### config.mk
export PLATFORM = sky130hd
export DESIGN_NAME = unstripe_deskew_ctrl
export DESIGN_NICKNAME = d
export VERILOG_FILES = /design/src/rtl/unstripe_deskew_ctrl.sv
export SDC_FILE = /design/constraint.sdc
export NUM_CORES = 1
export LEC_CHECK = 0
export BUFFER_PORTS_ARGS = -buffer_cell sky130_fd_sc_hd__clkbuf_2
export CAP_MARGIN = 25
export CORE_UTILIZATION = 40
export DETAILED_ROUTE_END_ITERATION = 16
export GPL_TIMING_DRIVEN = 0
export PLACE_DENSITY_LB_ADDON = 0.12
export SYNTH_ARGS = -nofsm -noshare
export SYNTH_HDL_FRONTEND = slang
export SYNTH_SLANG_ARGS = --single-unit
export TNS_END_PERCENT = 100
### constraint.sdc
create_clock -name clk_2f -period 3.4 [get_ports clk_2f]
set_input_delay 0.51 -clock clk_2f [delete_from_list [all_inputs] [get_ports clk_2f]]
set_output_delay 0.51 -clock clk_2f [all_outputs]
set_load 0.02 [all_outputs]
### src/rtl/unstripe_deskew_ctrl.sv
// unstripe_deskew_ctrl: two-lane comma-aligned deskew buffer and byte
// reassembler. Each lane feeds a small FIFO. The controller discards bytes
// until both FIFO heads hold the comma, then interleaves lane 0 / lane 1
// bytes onto a single registered output stream.
module unstripe_deskew_ctrl #(
   parameter logic [7:0] COM      = 8'hBC,
   parameter int         DEPTH    = 4,
   parameter int         MAX_SKEW = 6
) (
   input  logic       clk_2f,
   input  logic       reset,
   input  logic [7:0] lane_0,
   input  logic       valid_0,
   input  logic [7:0] lane_1,
   input  logic       valid_1,
   output logic [7:0] data_out,
   output logic       valid_out,
   output logic       aligned,
   output logic       skew_err
);

   localparam int AW = $clog2(DEPTH);
   localparam int CW = AW + 1;
   localparam int SW = $clog2(MAX_SKEW + 1);

   localparam logic [1:0] SEARCH  = 2'd0;
   localparam logic [1:0] WAIT    = 2'd1;
   localparam logic [1:0] ALIGNED = 2'd2;

   logic [1:0]    state, next_state;
   logic          sel, next_sel;
   logic          lock, next_lock;
   logic          other;
   logic [SW-1:0] skew_cnt, next_skew;
   logic          timeout;
   logic          err;
   logic [1:0]    pop, nonempty, is_com, full, overflow, push_ok;
   logic [7:0]    head [2];

   genvar g;
   generate
      for (g = 0; g < 2; g++) begin : g_lane
         logic [7:0]    mem [DEPTH];
         logic [AW-1:0] wr_ptr, rd_ptr;
         logic [CW-1:0] cnt;
         logic [7:0]    din;
         logic          vin;

         assign din         = (g == 0) ? lane_0 : lane_1;
         assign vin         = (g == 0) ? valid_0 : valid_1;
         assign head[g]     = mem[rd_ptr];
         assign nonempty[g] = (cnt != '0);
         assign full[g]     = (cnt == CW'(DEPTH));
         assign is_com[g]   = nonempty[g] && (mem[rd_ptr] == COM);
         // A same-edge pop frees the slot, so a full FIFO can still accept.
         assign overflow[g] = vin && full[g] && !pop[g];
         assign push_ok[g]  = vin && (!full[g] || pop[g]) && !err;

         // Storage write; contents need no reset because cnt gates visibility.
         always_ff @(posedge clk_2f) begin
            if (push_ok[g]) mem[wr_ptr] <= din;
         end

         // Pointer/occupancy update, flushed on reset or any error event.
         always_ff @(posedge clk_2f or negedge reset) begin
            if (!reset) begin
               wr_ptr <= '0;
               rd_ptr <= '0;
               cnt    <= '0;
            end else if (err) begin
               wr_ptr <= '0;
               rd_ptr <= '0;
               cnt    <= '0;
            end else begin
               if (push_ok[g]) wr_ptr <= wr_ptr + AW'(1);
               if (pop[g])     rd_ptr <= rd_ptr + AW'(1);
               if (push_ok[g] && !pop[g])      cnt <= cnt + CW'(1);
               else if (!push_ok[g] && pop[g]) cnt <= cnt - CW'(1);
            end
         end
      end
   endgenerate

   assign err = (|overflow) | timeout;

   // Next-state, pop selection and skew timeout for the alignment FSM.
   always_comb begin
      pop        = '0;
      next_state = state;
      next_sel   = sel;
      next_lock  = lock;
      next_skew  = skew_cnt;
      timeout    = 1'b0;
      other      = ~lock;
      case (state)
         SEARCH: begin
            pop = nonempty & ~is_com;
            if (&is_com) begin
               next_state = ALIGNED;
               next_sel   = 1'b0;
            end else if (|is_com) begin
               next_state = WAIT;
               next_lock  = is_com[1];
               next_skew  = '0;
            end
         end
         WAIT: begin
            // A comma arriving on the other lane wins over the timeout.
            if (is_com[other]) begin
               next_state = ALIGNED;
               next_sel   = 1'b0;
            end else begin
               pop[other] = nonempty[other];
               if (skew_cnt == SW'(MAX_SKEW)) timeout = 1'b1;
               else                           next_skew = skew_cnt + SW'(1);
            end
         end
         ALIGNED: begin
            pop[sel] = nonempty[sel];
            if (nonempty[sel]) next_sel = ~sel;
         end
         default: next_state = SEARCH;
      endcase
   end

   // Control state and registered outputs.
   always_ff @(posedge clk_2f or negedge reset) begin
      if (!reset) begin
         state     <= SEARCH;
         sel       <= 1'b0;
         lock      <= 1'b0;
         skew_cnt  <= '0;
         data_out  <= '0;
         valid_out <= 1'b0;
         aligned   <= 1'b0;
         skew_err  <= 1'b0;
      end else if (err) begin
         state     <= SEARCH;
         sel       <= 1'b0;
         lock      <= 1'b0;
         skew_cnt  <= '0;
         valid_out <= 1'b0;
         aligned   <= 1'b0;
         skew_err  <= 1'b1;
      end else begin
         state     <= next_state;
         sel       <= next_sel;
         lock      <= next_lock;
         skew_cnt  <= next_skew;
         aligned   <= (next_state == ALIGNED);
         skew_err  <= 1'b0;
         valid_out <= (state == ALIGNED) && nonempty[sel];
         if ((state == ALIGNED) && nonempty[sel]) data_out <= head[sel];
      end
   end

endmodule

==> metrics.csv <==
stage,metric,value,unit
status,status,"finished, violations left",
status,violations,negative setup slack,
floorplanning,die_h,108,um
worst_setup_path,critical_path_class,reg -> reg,
worst_setup_path,worstReg2RegEnd,g_lane[0].cnt[1]$_DFFE_PN0P_,
clocking,postCtsHoldBufs,0,
worst_setup_path,cp_slowest_cell,mux4_2,
floorplanning,core,10900,sq um
timing,setup_ws,-0.0440,ns
routing,drc,0,
routing,num_vias,2874,
layout,drive_above_1_share,0.316,
timing,fin_crit_sh,1.01,
layout,mostFrequentLayoutCells,"edfxtp_1 (64), dfrtp_1 (31), clkbuf_2 (30), nor2_1 (23), buf_4 (22)",
worst_setup_path,worst-path-buf-inv,2,
worst_setup_path,worst_setup_path_end_kind,register,
clocking,cts_tree,done,
yosys,syn-instance-count,325,
clocking,worstSkewPairLatency,0.35,ns
layout,antenna_cells,0,
routing,drtAntennaViolNets,0,
layout,fin_util,0.504,
floorplanning,dieArea,11800,sq um
timing,rsz0062_at_grt,true,
placed_design,port_buffers,30,
worst_setup_path,crit_fanout,6,
yosys,syn_avg_cell_area,13.9,sq um
layout,fin_area,5510,sq um
clocking,clock-root-buffer,clkbuf_16,
worst_setup_path,path_cells,"buf_8, mux4_2, and4bb_2, a21oi_4, or3b_4, o211a_4, inv_8, nor3_4, fa_1, or4_1, a31oi_1",
routing,drt_iter0_drc,119,
worst_setup_path,critPathLaunchType,register,
layout,syn_to_final_growth,21.7,%
clocking,clock_sinks,96,
worst_setup_path,r2r_cells,11,
global_routing,first_global_vias,2985,
yosys,ys_ff_latch,96,
clocking,cts_buffer_depth,2,
layout,final-instance-count-excl-fill,536,
placed_design,post_dp_cell_area,4950,sq um
floorplanning,fp.dieW,108,um
timing,worstMarginPinSlew,0.901,ns
yosys,synth-async-reset-ratio,0.333,
global_routing,antenna_found_initial,0,
global_routing,grt_pass1_wl,15.9,mm
floorplanning,placementRows,38,
layout,fill_cells,966,
yosys,seq_area_frac_synth,0.601,
global_routing,grt-ovfl-total,0,
power_and_ir_drop,power.leakage,2.16,nW
timing,hold_viol,0,
floorplanning,num_io_pins,31,
routing,wl,9.59,mm
clocking,cts_buffers,9,
timing,fmax,290,MHz
clocking,ctsHtreeMaxLevel,3,
global_routing,grt_max_degree,33,
clocking,clkTransAtPathRegs,0.07,ns
timing,setup_viol,1,
timing,skew,0.00654,ns
yosys,synth_edf_count,64,
timing,setup_tns,-0.0440,ns
timing,layout_min_cycle_time,3.44,ns
layout,final_common_cell,edfxtp_1,
timing,maxSlewHeadroom,0.399,
global_routing,grt_usage,0.187,
routing,drt_first_pass_iters,4,
worst_setup_path,critPathRequiredTime,3.68,ns
timing,drv_slew,0,
placed_design,place.gp.congestion,0.786,
layout,final_nets,423,
yosys,mappedNetlistNets,357,
power_and_ir_drop,power_density,878,nW/um^2
run,drv_cap,0,
min_path,hp-class,in -> async,
routing,via_per_inst,5.36,
worst_setup_path,crit_family,simple AND/OR/NAND/NOR gates,
placed_design,hpwlAfterDp,6.53,mm
yosys,yosys_warnings,0,
routing,routedWlPerCell,17.9,um
floorplanning,initial_core_util,0.414,
yosys,syn_area,4530,sq um
yosys,dominantRegCellSynth,edfxtp_1,
worst_setup_path,crit_arrival,3.73,ns
worst_setup_path,r2r_setup_slack,-0.04,ns
placed_design,placed_cells,503,
worst_setup_path,slowest_delay,0.52,ns
worst_setup_path,r2r_start,g_lane[1].rd_ptr[0]$_DFFE_PN0P_,
power_and_ir_drop,vdd_drop_max,0.509,mV
yosys,synthDistinctLibCells,59,
per-stage QoR:
step	setup slack (ns)	hold WS [ns]	total power [mW]
2_1_floorplan	0.00429	0.214	3.04
3_3_place_gp	-0.804	0.467	3.47
3_5_place_dp	-0.567	0.499	3.54
4_1_cts	-0.142	0.310	4.83
5_1_grt	-0.187	0.338	5.17
6_report	-0.0440	0.273	4.84
layer usage:
metal  track usage  up-vias  share of wire
met3        0.0573        6          0.027
met1         0.251     1458           0.48
li1              -     1372              -
met5             0        -              0
met2         0.292       38           0.48
met4        0.0550        0         0.0083
cell usage after synthesis (7+ instances only):
cell / instances / area [sq um]
a21oi_1: 7 / 35.0
clkbuf_1: 7 / 26.3
dfrtp_1: 32 / 801
edfxtp_1: 64 / 1920
ha_1: 10 / 125
inv_1: 21 / 78.8
mux2_1: 7 / 78.8
mux2_4: 8 / 120
mux4_2: 16 / 360
nand2_1: 13 / 48.8
nor2_1: 23 / 86.3
nor3_1: 17 / 85.1
o21ai_0: 9 / 45.0
worst reg2reg max path: cells and delay by family, from the launching register on:
family / cells / cell delay, ns
fa+ha+maj: 1 / 0.48
compound gates: 3 / 0.39
mux: 1 / 0.52
buf+inv: 2 / 0.22
flops: 1 / 0.41
simple gates: 4 / 1.36
where the power goes:
group	internal, mW	leakage, nW	total, mW	switching, mW
sequential	1.57	0.996	1.79	0.216
combinational	0.981	1.01	1.99	1.01
clock	0.586	0.148	1.06	0.470
total	3.14	2.16	4.84	1.70
worst max path at each step:
stage	from	endpoint	slack, ns	cells past startpoint
floorplan	g_lane[1].rd_ptr[0]$_DFFE_PN0P_	g_lane[0].cnt[1]$_DFFE_PN0P_	0.004	12
global placement	g_lane[1].rd_ptr[1]$_DFFE_PN0P_	g_lane[1].mem[0][4]$_DFFE_PP_	-0.80	9
detailed placement	g_lane[1].rd_ptr[1]$_DFFE_PN0P_	g_lane[1].mem[1][6]$_DFFE_PP_	-0.57	10
CTS	g_lane[1].rd_ptr[0]$_DFFE_PN0P_	g_lane[0].cnt[1]$_DFFE_PN0P_	-0.14	12
global route	g_lane[1].rd_ptr[0]$_DFFE_PN0P_	g_lane[0].cnt[1]$_DFFE_PN0P_	-0.19	11
finish	g_lane[1].rd_ptr[0]$_DFFE_PN0P_	g_lane[0].cnt[1]$_DFFE_PN0P_	-0.04	11
cell type report:
| cell class | count | area, sq um | area share |
|---|---|---|---|
| inverters | 22 | 90.1 | 0.0163 |
| clock inverters | 7 | 87.6 | 0.0159 |
| repair buffers | 59 | 388 | 0.0704 |
| well taps | 140 | 175 | 0.0318 |
| multi-input cells | 192 | 1750 | 0.318 |
| flip-flops and latches | 96 | 2720 | 0.494 |
| clock buffers | 9 | 225 | 0.0409 |
| plain buffers | 11 | 70.1 | 0.0127 |
registers in the layout, summed over array words and instances, names as in the netlist:
register and cells:
g_lane.mem 64, data_out 8, g_lane.cnt 6, g_lane.rd_ptr 4, g_lane.wr_ptr 4, skew_cnt 3
state 2, aligned 1, lock 1, sel 1, skew_err 1, valid_out 1
logic make-up after synthesis:
group	share of synthesized area
buffers and inverters	0.0351
AND/OR/NAND/NOR	0.107
AO/OA/AOI/OAI	0.0795
flip-flops	0.601
adder cells (fa/ha/maj)	0.0365
multiplexers	0.128
XOR/XNOR	0.0135
timing repair:
| item | in CTS | in global routing |
|---|---|---|
| setup endpoints to repair | 66 | 37 |
| gates cloned | 1 | 0 |
| gates resized for setup | 16 | 6 |
| pin swaps | 10 | 8 |
| endpoints found under the hold margin | 0 | 0 |
| setup buffers | 16 | 4 |
(Power assumes the default switching activity.)
